===== config.mk =====
export PLATFORM = sky130hd
export DESIGN_NAME = rtc_apb_arb
export DESIGN_NICKNAME = d
export VERILOG_FILES = /design/src/rtl/rtc_apb_arb.sv
export SDC_FILE = /design/constraint.sdc
export NUM_CORES = 1
export LEC_CHECK = 0
export BUFFER_PORTS_ARGS = -buffer_cell sky130_fd_sc_hd__buf_4
export CAP_MARGIN = 40
export CORE_MARGIN = 5
export CORE_UTILIZATION = 40
export CTS_CLUSTER_SIZE = 16
export DETAILED_ROUTE_END_ITERATION = 8
export GPL_ROUTABILITY_DRIVEN = 0
export PLACE_DENSITY_LB_ADDON = 0.08
export SKIP_LAST_GASP = 1
export SLEW_MARGIN = 20
export SYNTH_ARGS = -nofsm -noshare
export SYNTH_HDL_FRONTEND = slang
export SYNTH_SLANG_ARGS = --single-unit

===== constraint.sdc =====
create_clock -name pclk -period 1.7 [get_ports pclk]
set_input_delay 0.17 -clock pclk [delete_from_list [all_inputs] [get_ports pclk]]
set_output_delay 0.17 -clock pclk [all_outputs]
set_load 0.05 [all_outputs]

===== src/rtl/rtc_apb_arb.sv =====
// Round-robin arbiter sharing the RTC APB slave between N_REQ APB requesters.
// One transfer at a time is replayed downstream; every output is registered.
module rtc_apb_arb #(
  parameter int N_REQ   = 2,
  parameter int ADDR_W  = 32,
  parameter int DATA_W  = 32,
  parameter int TIMEOUT = 256
) (
  input  logic                          pclk,
  input  logic                          prst_n,
  input  logic [N_REQ*ADDR_W-1:0]       s_apb_paddr,
  input  logic [N_REQ-1:0]              s_apb_psel,
  input  logic [N_REQ-1:0]              s_apb_penable,
  input  logic [N_REQ-1:0]              s_apb_pwrite,
  input  logic [N_REQ*DATA_W-1:0]       s_apb_pwdata,
  input  logic [N_REQ*(DATA_W/8)-1:0]   s_apb_pstrb,
  output logic [N_REQ-1:0]              s_apb_pready,
  output logic [DATA_W-1:0]             s_apb_prdata,
  output logic [N_REQ-1:0]              s_apb_pslverr,
  output logic [ADDR_W-1:0]             m_apb_paddr,
  output logic                          m_apb_psel,
  output logic                          m_apb_penable,
  output logic                          m_apb_pwrite,
  output logic [DATA_W-1:0]             m_apb_pwdata,
  output logic [DATA_W/8-1:0]           m_apb_pstrb,
  input  logic                          m_apb_pready,
  input  logic [DATA_W-1:0]             m_apb_prdata,
  input  logic                          m_apb_pslverr,
  output logic                          busy
);

  localparam int STRB_W = DATA_W / 8;
  localparam int GNT_W  = (N_REQ > 1) ? $clog2(N_REQ) : 1;
  localparam int CNT_W  = (TIMEOUT > 1) ? $clog2(TIMEOUT) : 1;
  localparam logic [CNT_W-1:0] CNT_LAST = CNT_W'((TIMEOUT == 0) ? 0 : TIMEOUT - 1);
  localparam logic [GNT_W-1:0] GNT_INIT = GNT_W'(N_REQ - 1);

  typedef enum logic [1:0] {
    S_IDLE,
    S_SETUP,
    S_ACCESS,
    S_RESP
  } state_t;

  state_t state_q, state_d;

  logic [GNT_W-1:0]  grant_q, grant_d;
  logic [GNT_W-1:0]  last_grant_q, last_grant_d;
  logic [CNT_W-1:0]  cnt_q, cnt_d;
  logic              drop_q, drop_d;

  logic [ADDR_W-1:0] m_paddr_q, m_paddr_d;
  logic              m_psel_q, m_psel_d;
  logic              m_penable_q, m_penable_d;
  logic              m_pwrite_q, m_pwrite_d;
  logic [DATA_W-1:0] m_pwdata_q, m_pwdata_d;
  logic [STRB_W-1:0] m_pstrb_q, m_pstrb_d;
  logic [N_REQ-1:0]  s_pready_q, s_pready_d;
  logic [DATA_W-1:0] s_prdata_q, s_prdata_d;
  logic [N_REQ-1:0]  s_pslverr_q, s_pslverr_d;
  logic              busy_q, busy_d;

  logic [ADDR_W-1:0] req_addr  [N_REQ];
  logic [DATA_W-1:0] req_wdata [N_REQ];
  logic [STRB_W-1:0] req_strb  [N_REQ];

  for (genvar g = 0; g < N_REQ; g++) begin : g_req
    assign req_addr[g]  = s_apb_paddr[g*ADDR_W +: ADDR_W];
    assign req_wdata[g] = s_apb_pwdata[g*DATA_W +: DATA_W];
    assign req_strb[g]  = s_apb_pstrb[g*STRB_W +: STRB_W];
  end

  // Round-robin search: first pending index after last_grant, wrapping.
  logic             win_found;
  logic [GNT_W-1:0] win_idx;
  int               cand;

  always_comb begin
    win_found = 1'b0;
    win_idx   = '0;
    cand      = 0;
    for (int k = 1; k <= N_REQ; k++) begin
      cand = int'(last_grant_q) + k;
      if (cand >= N_REQ) cand = cand - N_REQ;
      if (!win_found && s_apb_psel[GNT_W'(cand)]) begin
        win_found = 1'b1;
        win_idx   = GNT_W'(cand);
      end
    end
  end

  logic timeout_hit;
  logic req_alive;

  assign timeout_hit = (TIMEOUT != 0) && (cnt_q == CNT_LAST);
  assign req_alive   = s_apb_psel[grant_q] && s_apb_penable[grant_q] && !drop_q;

  always_comb begin
    state_d      = state_q;
    grant_d      = grant_q;
    last_grant_d = last_grant_q;
    cnt_d        = cnt_q;
    drop_d       = drop_q;
    m_paddr_d    = m_paddr_q;
    m_psel_d     = m_psel_q;
    m_penable_d  = m_penable_q;
    m_pwrite_d   = m_pwrite_q;
    m_pwdata_d   = m_pwdata_q;
    m_pstrb_d    = m_pstrb_q;
    s_pready_d   = '0;
    s_prdata_d   = '0;
    s_pslverr_d  = '0;

    case (state_q)
      S_IDLE: begin
        cnt_d  = '0;
        drop_d = 1'b0;
        if (win_found) begin
          grant_d      = win_idx;
          last_grant_d = win_idx;
          m_paddr_d    = req_addr[win_idx];
          m_pwrite_d   = s_apb_pwrite[win_idx];
          m_pwdata_d   = req_wdata[win_idx];
          m_pstrb_d    = req_strb[win_idx];
          m_psel_d     = 1'b1;
          m_penable_d  = 1'b0;
          state_d      = S_SETUP;
        end
      end

      S_SETUP: begin
        m_penable_d = 1'b1;
        if (!s_apb_psel[grant_q]) drop_d = 1'b1;
        state_d = S_ACCESS;
      end

      S_ACCESS: begin
        cnt_d = cnt_q + CNT_W'(1);
        // A slave response takes priority over a timeout in the same cycle.
        if (m_apb_pready) begin
          m_psel_d    = 1'b0;
          m_penable_d = 1'b0;
          state_d     = S_RESP;
          if (req_alive) begin
            s_pready_d[grant_q]  = 1'b1;
            s_pslverr_d[grant_q] = m_apb_pslverr;
            s_prdata_d           = m_apb_prdata;
          end
        end else if (timeout_hit) begin
          m_psel_d    = 1'b0;
          m_penable_d = 1'b0;
          state_d     = S_RESP;
          if (req_alive) begin
            s_pready_d[grant_q]  = 1'b1;
            s_pslverr_d[grant_q] = 1'b1;
          end
        end else if (!s_apb_psel[grant_q]) begin
          drop_d = 1'b1;
        end
      end

      S_RESP: begin
        cnt_d   = '0;
        state_d = S_IDLE;
      end

      default: begin
        state_d     = S_IDLE;
        m_psel_d    = 1'b0;
        m_penable_d = 1'b0;
      end
    endcase

    busy_d = (state_d != S_IDLE);
  end

  always_ff @(posedge pclk or negedge prst_n) begin
    if (!prst_n) begin
      state_q      <= S_IDLE;
      grant_q      <= '0;
      last_grant_q <= GNT_INIT;
      cnt_q        <= '0;
      drop_q       <= 1'b0;
      m_paddr_q    <= '0;
      m_psel_q     <= 1'b0;
      m_penable_q  <= 1'b0;
      m_pwrite_q   <= 1'b0;
      m_pwdata_q   <= '0;
      m_pstrb_q    <= '0;
      s_pready_q   <= '0;
      s_prdata_q   <= '0;
      s_pslverr_q  <= '0;
      busy_q       <= 1'b0;
    end else begin
      state_q      <= state_d;
      grant_q      <= grant_d;
      last_grant_q <= last_grant_d;
      cnt_q        <= cnt_d;
      drop_q       <= drop_d;
      m_paddr_q    <= m_paddr_d;
      m_psel_q     <= m_psel_d;
      m_penable_q  <= m_penable_d;
      m_pwrite_q   <= m_pwrite_d;
      m_pwdata_q   <= m_pwdata_d;
      m_pstrb_q    <= m_pstrb_d;
      s_pready_q   <= s_pready_d;
      s_prdata_q   <= s_prdata_d;
      s_pslverr_q  <= s_pslverr_d;
      busy_q       <= busy_d;
    end
  end

  assign m_apb_paddr   = m_paddr_q;
  assign m_apb_psel    = m_psel_q;
  assign m_apb_penable = m_penable_q;
  assign m_apb_pwrite  = m_pwrite_q;
  assign m_apb_pwdata  = m_pwdata_q;
  assign m_apb_pstrb   = m_pstrb_q;
  assign s_apb_pready  = s_pready_q;
  assign s_apb_prdata  = s_prdata_q;
  assign s_apb_pslverr = s_pslverr_q;
  assign busy          = busy_q;

endmodule


# Word-level counts from Yosys, hierarchy flattened
# Index checks and enable logic that the tools add are counted.
# word_totals
register_bits,121
inputBits,178
out_inout_bits,108
# op_classes
addsub,5
n_lt_le_gt_ge,8
eq_ne,8
muxes,52
bitwise_logic,2
reduce_logical,16
# ops
operator,n
32-bit two-way mux,9
1-bit two-way mux,24
2-bit two-way mux,10
8-bit one-hot mux with 2 select lines,1
4-bit two-way mux,3
3-bit AND reduction,3
8-bit by 1-bit adder with 8-bit output (second input constant),1
8-bit equality test (second input constant),1
2-bit one-hot mux with 4 select lines,1
1-bit by 3-bit less-than comparator with 1-bit output (second input constant),2
2-bit != test (second input constant),3
1-bit one-hot mux with 3 select lines,2
2-bit nonzero test,3
2-bit equality test (second input constant),2
2-bit greater-or-equal comparator (second input constant),2
1-bit logical AND,4
1-bit by 2-bit less-than comparator with 1-bit output (second input constant),2
1-bit by 2-bit adder with 3-bit output (second input constant),1
3-bit by 2-bit greater-or-equal comparator with 1-bit output (second input constant),1
3-bit != test (second input constant),1
3-bit nonzero test,1
1-bit by 1-bit adder with 2-bit output (second input constant),1
2-bit AND,1
2-bit by 1-bit equality test with 1-bit output (second input constant),1
other kinds (9),11

# Longest topological paths before layout
# Gate-level depths: netlist (run 1).
# logic_depth
word_depth,14
ltp_mapped,8

# Worst setup path after synthesis (run 1)
# No wires, ideal clock.
# synth_timing
path_type,register to register
start,reg state_q[0]
end,"reg m_pwdata_q[19], in the netlist m_apb_pwdata[19]"
setup_ps,126
arrival_time_ps,1438
required_ps,1574
slack_ps,136
stages_incl_launch_ff,9
synth_period_minus_slack_ps,1564
path_cell_list,dfrtp_1 -> inv_1 -> ha_1 -> and2_1 -> buf_2 -> buf_4 -> buf_4 -> nor2_1 -> a21oi_1
# synth_between
elab_chain_len,2
# synth_lines
element,line_no,text
start: declaration,45,"state_t state_q, state_d;"
start signal: assignment,195,state_q <= state_d;
2-bit logical NOT,114,case (state_q)
2-bit AND reduction (no line),n/a,
end signal: assignment,204,m_pwdata_q <= m_pwdata_d;
end: declaration,56,"logic [DATA_W-1:0] m_pwdata_q, m_pwdata_d;"
# Every way passes these cells.
# A chain may end at the register's enable or synchronous reset.

# Worst setup path in the final report (run 1)
# layout_timing
start,reg state_q[0]
end,"reg s_prdata_q[26], in the netlist s_apb_prdata[26]"
# layout_between
elab_chain_len,2
# layout_lines
element,line_no,text
2-bit equality test,114,
32-bit two-way mux,114,
via s_prdata_d[26],59,"logic [DATA_W-1:0] s_prdata_q, s_prdata_d;"
end signal: assignment,207,s_prdata_q <= s_prdata_d;
end: declaration,59,
# The timed path passes the listed nets, and every way through them passes these cells.

==> results.toml, run 1 <==
[status]
outcome = "finished clean"

[timing]
holdWs_ns = 0.0650
rsz0062_at_grt = "false"
fin_skew_ns = 0.00495
tightest_slew_ns = 0.395
max_slew_margin_pct = 73.7
drv_slew = 0
finalCritPeriodShare_pct = 94.6
finalSetupViolCount = 0
period_needed_ns = 1.61
timing.fmax_ghz = 0.622
report.final.hold_viol_count = 0

[final_layout]
syn2layout_area_growth_pct = 64.2
fin_cells = 971
finalNetCount = 972
drive_gt1_share_pct = 42.6
num_antenna_cells = 0

[route]
vias_per_cell = 4.82
drt-pass1-iter-count = 4
detail_route.drc_violations = 0
wl_per_cell_um = 16.8
drtIter0Drc = 273
finalWirelength_mm = 16.3
drtAntennaViolNets = 0
vias = 4681

[critical_path]
worstPathMaxFanout = 16
critPathKind = "reg2reg"
critical_path.startpoint_type = "flop"
crit_arrival_ns = 1.94
cp.required_ns = 2.04
crit_path_end_kind = "flop"

[global_route]
grtUsageTotal_pct = 20.6
grt_pass1_wl_mm = 23.9
grt_pass1_vias = 4824
grt_max_degree = 58
grt_overflow = 0
antenna_found_initial = 0

[floorplanning]
initial_core_util_pct = 41.0
num_io_pins = 286
die_h_um = 124
die_area_um2 = 15400
dieWidth_um = 124
fp-row-count = 41
fp.coreArea_um2 = 12700

[pwr]
power_density_nw_per_um2 = 1870
ir_drop_mv = 0.823
p_leak_nw = 4.30

[synth]
syn_nets = 647
synth_edf_count = 0
synth_area_um2 = 5200
async_reset_ff_share_pct = 100
synthCells = 463
seq_area_frac_synth_pct = 58.2
synth_seq_cells = 121
avgSynthCellArea_um2 = 11.2
yosys.cell_types.count = 37
synth_top_area_share_pct = 57.7
synthTopCellsByArea = "dfrtp_1 (58%), mux2i_1 (13%), a21oi_1 (7.2%)"
synth_top_area_cell = "dfrtp_1"
synth.yosys.warnings = 0
yosys_most_used_dff = "dfrtp_1"

[hold_path]
hold_class = "in2reg"

[clocking]
clk_pin_slew_worst_paths_ns = 0.05
cts_inserted_buffers = 17
clock_sinks = 121
cts-htree-levels = 4
root_buffer = "clkbuf_16"
insertion_delay_ns = 0.41
tritoncts = "done"
clockBufferDepth = 2

[placed_design]
port_buffers = 285
dp.cells = 903
hpwl_mm = 12.2

[job]
maxCapViolations = 0
==> routing by layer <==
layer / part of all wire, % / vias to the layer above / track usage, %
li1: - / 2243 / -
met1: 36 / 2207 / 22.0
met2: 52 / 196 / 36.0
met3: 10 / 35 / 8.22
met4: 2.6 / 0 / 8.62
met5: 0 / - / 0
==> state kept, by name, indices dropped and copies added, names as in the netlist, 2 cells and up <==
name	count
m_apb_paddr	32
m_apb_pwdata	32
s_apb_prdata	32
cnt_q	8
m_apb_pstrb	4
s_apb_pready	2
s_apb_pslverr	2
state_q	2
==> cell usage after synthesis (all sizes together) (2+ instances only) <==
cell type	instances
a21oi	75
and2	33
buf	27
dfrtp	120
ha	6
inv	3
mux2	2
mux2i	70
nand2	7
nand2b	2
nand3	4
nand4	3
nor2	75
nor2b	6
nor3	4
o21ai	10
or3	2
xor2	2
==> cells in the final DEF (no fill, tap or decap), drive strengths merged, types with 2 or more instances in the layout <==
cell type | netlist | routed
a21oi | 75 | 75
and2 | 33 | 33
buf | 27 | 300
clkbuf | 1 | 28
clkinv | 0 | 3
dfrtp | 120 | 120
dlygate4sd3 | 0 | 33
ha | 6 | 6
inv | 3 | 3
mux2 | 2 | 2
mux2i | 70 | 70
nand2 | 7 | 7
nand2b | 2 | 2
nand3 | 4 | 4
nand4 | 3 | 3
nor2 | 75 | 75
nor2b | 6 | 6
nor3 | 4 | 4
o21ai | 10 | 10
or3 | 2 | 2
xor2 | 2 | 2
==> worst paths after layout <==
kind,start,endpoint,slack [ns],depth (start not counted)
hold / removal,s_apb_pwdata[60],m_apb_pwdata[28],0.07,3
setup reg to reg,state_q[0],s_apb_prdata[26],0.09,7
min in group asynchronous,prst_n,m_apb_pwdata[24],0.33,2
setup / recovery,state_q[0],s_apb_prdata[26],0.09,7
max in group asynchronous,prst_n,state_q[0],0.73,3
hold reg to reg,cnt_q[6],cnt_q[6],0.51,1
==> what timing repair did <==
| item | CTS | global route |
|---|---|---|
| buffers inserted | 0 | 4 |
| endpoints found under the hold margin | 59 | 0 |
| gates resized for setup | 2 | 4 |
| pin swaps | 0 | 2 |
| cloned | 0 | 1 |
| endpoints found under the setup margin | 1 | 70 |
| hold buffers | 33 | 0 |
==> cells by family after synthesis <==
family / after synthesis / synth area share (%)
compound gates: 93 / 9.77
xor+xnor: 2 / 0.337
fa+ha+maj: 6 / 1.44
buf+inv: 31 / 3.34
flops: 121 / 58.2
mux: 72 / 14.0
simple gates: 138 / 12.9
==> stage by stage <==
| step | TNS, ns | area, um^2 | utilization [%] | power [mW] | setup WS, ns |
|---|---|---|---|---|---|
| 2_1_floorplan | 0 | 5200 | - | 9.97 | 0.136 |
| 3_3_place_gp | 0 | 7590 | 59.9 | 12.6 | 0.132 |
| 3_5_place_dp | -0.0928 | 7590 | 59.9 | 12.8 | -0.0928 |
| 4_1_cts | 0 | 8450 | 66.7 | 16.0 | 0.0220 |
| 5_1_grt | 0 | 8540 | 67.4 | 16.8 | 0.00580 |
| 6_report | 0 | 8540 | 67.4 | 16.0 | 0.0925 |
==> worst max-delay path, stage by stage (launching register included) <==
cell and delay, ns:
dfrtp_2 0.44, inv_1 0.10, ha_2 0.23, nand2_1 0.13, a211oi_4 0.16, buf_4 0.18
buf_12 0.14, and2_1 0.15
==> report_power, final <==
part,switching (mW),total [mW],internal (mW)
logic,5.45,8.39,2.94
clock network,1.14,3.13,1.99
registers,0.602,4.47,3.86
==> cell type report <==
type                       instances  area (um^2)
multi-input combinational        311         2010
timing repair buffer             334         2750
clock buffer                      27          503
sequential                       121         3030
fill                             946         4130
clock inverter                     3         15.0
inverter                           3         11.3
tap                              172          215
Power figures use the tool's default switching activity.
==> run 2: changes to the inputs <==
- ABC_AREA: unset -> 1
- CORE_UTILIZATION: 40 -> 25
==> results.toml, run 2 <==
[clocking]
cts_inserted_buffers = 17
root_buffer = "clkbuf_16"
clk_pin_slew_worst_paths_ns = 0.06
clockBufferDepth = 2
tritoncts = "done"
clock_sinks = 121
insertion_delay_ns = 0.41
cts-htree-levels = 4

[synth]
synth-adder-area-share_pct = 1.39
synth_area_um2 = 5410
synth.yosys.warnings = 0
yosys-top-cells-count = "nand2_1 (141), nor2_1 (140), dfrtp_1 (120)"
synthCells = 649
synth_top_area_share_pct = 55.5
yosys.area_share.simple_pct = 21.7
syn_nets = 833
avgSynthCellArea_um2 = 8.33
async_reset_ff_share_pct = 100
synth-xor-area-share_pct = 0
synth_top_family_by_area = "simple AND/OR/NAND/NOR gates"
synthMuxAreaShare_pct = 0
synth_seq_cells = 121
synth-compound-area-share_pct = 14.8
seq_area_frac_synth_pct = 56.0
synth_edf_count = 0
yosys_most_used_dff = "dfrtp_1"
yosys.cell_types.count = 27
synth_top_area_cell = "dfrtp_1"
synthTopCellsByArea = "dfrtp_1 (56%), nand2_1 (9.8%), nor2_1 (9.7%)"
synthMostInstantiatedCell = "nand2_1"

[floorplanning]
die_h_um = 157
fp.coreArea_um2 = 21200
die_area_um2 = 24700
dieWidth_um = 157
fp-row-count = 53
initial_core_util_pct = 25.6
num_io_pins = 286

[timing]
tightest_slew_ns = 0.467
tns_ns = 0
drv_slew = 0
fin_skew_ns = 0.00993
period_needed_ns = 1.54
finalSetupViolCount = 0
rsz0062_at_grt = "false"
report.final.hold_viol_count = 0
max_slew_margin_pct = 68.9
timing.final.ws_setup_ns = 0.164
finalCritPeriodShare_pct = 90.4
timing.fmax_ghz = 0.651

[status]
outcome = "finished clean"

[route]
finalWirelength_mm = 21.0
drt-pass1-iter-count = 4
vias_per_cell = 4.39
drtIter0Drc = 267
vias = 5637
wl_per_cell_um = 16.3
drtAntennaViolNets = 0
detail_route.drc_violations = 0

[final_layout]
final_common_cell = "buf_4"
drive_gt1_share_pct = 34.0
num_antenna_cells = 0
mostFrequentLayoutCells = "buf_4 (294), nand2_1 (141), nor2_1 (140)"
syn2layout_area_growth_pct = 69.5
fin_cells = 1283
finalNetCount = 1179
post-route-util_pct = 43.3
final_area_um2 = 9160

[critical_path]
crit_arrival_ns = 1.83
worstPathMaxFanout = 34
cp.required_ns = 1.99
critical_path.startpoint_type = "flop"
crit_path_end_kind = "flop"
critPathKind = "reg2reg"

[global_route]
grt_overflow = 0
grt_pass1_wl_mm = 31.6
antenna_found_initial = 0
grtUsageTotal_pct = 16.4
grt_max_degree = 42
grt_pass1_vias = 5628

[placed_design]
place_ws_ns = 0.0985
port_buffers = 285
dp.cells = 1186
place_area_um2 = 7870
hpwl_mm = 14.5

[pwr]
ir_drop_mv = 0.833
p_leak_nw = 4.49
power_density_nw_per_um2 = 1800

[job]
maxCapViolations = 0

[hold_path]
hold_class = "in2reg"
==> run 2: cell count changes after synthesis, moves of 3 or more <==
cell      delta
nand2_1    +135
a21oi_1     -29
o21ai_0     +32
nor2b_1      -5
inv_1       +18
mux2i_1     -70
nor2_1      +65
and2_1      -33
nand3_1      +5
buf_6        +3
clkbuf_1     +6
o21ai_1     +71
==> run 2: area by class of cell <==
type / instances / area [um^2]
clock buffers: 21 / 450
clock inverters: 11 / 171
fillers: 2159 / 12000
repair buffers: 366 / 3010
well taps: 275 / 344
flip-flops and latches: 121 / 3030
inverters: 25 / 106
multi-input cells: 464 / 2050
==> run 2: cells by family after synthesis <==
kind of cell	Yosys count
AND/OR/NAND/NOR	299
AO/OA/AOI/OAI	159
flip-flops	121
buffers and inverters	64
adder cells (fa/ha/maj)	6
==> run 2: metal layers <==
metal / part of all wire, % / wire, um / vias up / global-route usage [%]
met1: 42 / 8880 / 2634 / 20.6
met3: 9.9 / 2080 / 16 / 6.87
met4: 1.6 / 329 / 0 / 4.26
met2: 46 / 9660 / 209 / 26.2
li1: - / - / 2778 / -
met5: 0 / 0 / - / 0
==> run 2: worst paths after layout <==
check	startpoint	end	slack [ns]	cells after the start
worst min-delay path	s_apb_paddr[1]	m_apb_paddr[1]	0.02	3
min in group asynchronous	prst_n	m_apb_pwdata[3]	0.25	2
worst min register to register	drop_q	drop_q	0.47	2
max in group asynchronous	prst_n	m_apb_paddr[1]	0.85	3
worst max-delay path	state_q[1]	m_apb_pstrb[0]	0.16	8
worst max register to register	state_q[1]	m_apb_pstrb[0]	0.16	8
==> run 2: repair_timing <==
item,4_1_cts,5_1_grt
buffers inserted,0,0
hold buffers,64,0
hold endpoints to repair,88,0
endpoints found under the setup margin,0,16
gates resized for setup,0,5
==> run 2: per-stage QoR <==
stage,power [mW],hold WS [ns]
floorplan,9.77,-0.126
detailed placement,12.6,0.148
finish,16.5,0.0170
global route,17.5,0.00368
CTS,16.7,0.000133
global placement,12.6,0.156
==> run 2: worst max-delay path: stages, from the launching register on <==
cell,delay (ns)
dfrtp_1,0.41
inv_1,0.12
ha_2,0.21
buf_4,0.13
inv_2,0.05
nor2_2,0.17
inv_6,0.14
nor2_1,0.12
nor2_1,0.05
==> run 2: report_power, final <==
group | total, mW | internal (mW) | leakage (nW) | switching, mW
combinational | 8.31 | 2.53 | 2.66 | 5.78
clock | 3.84 | 2.49 | 0.297 | 1.35
sequential | 4.36 | 3.84 | 1.53 | 0.517
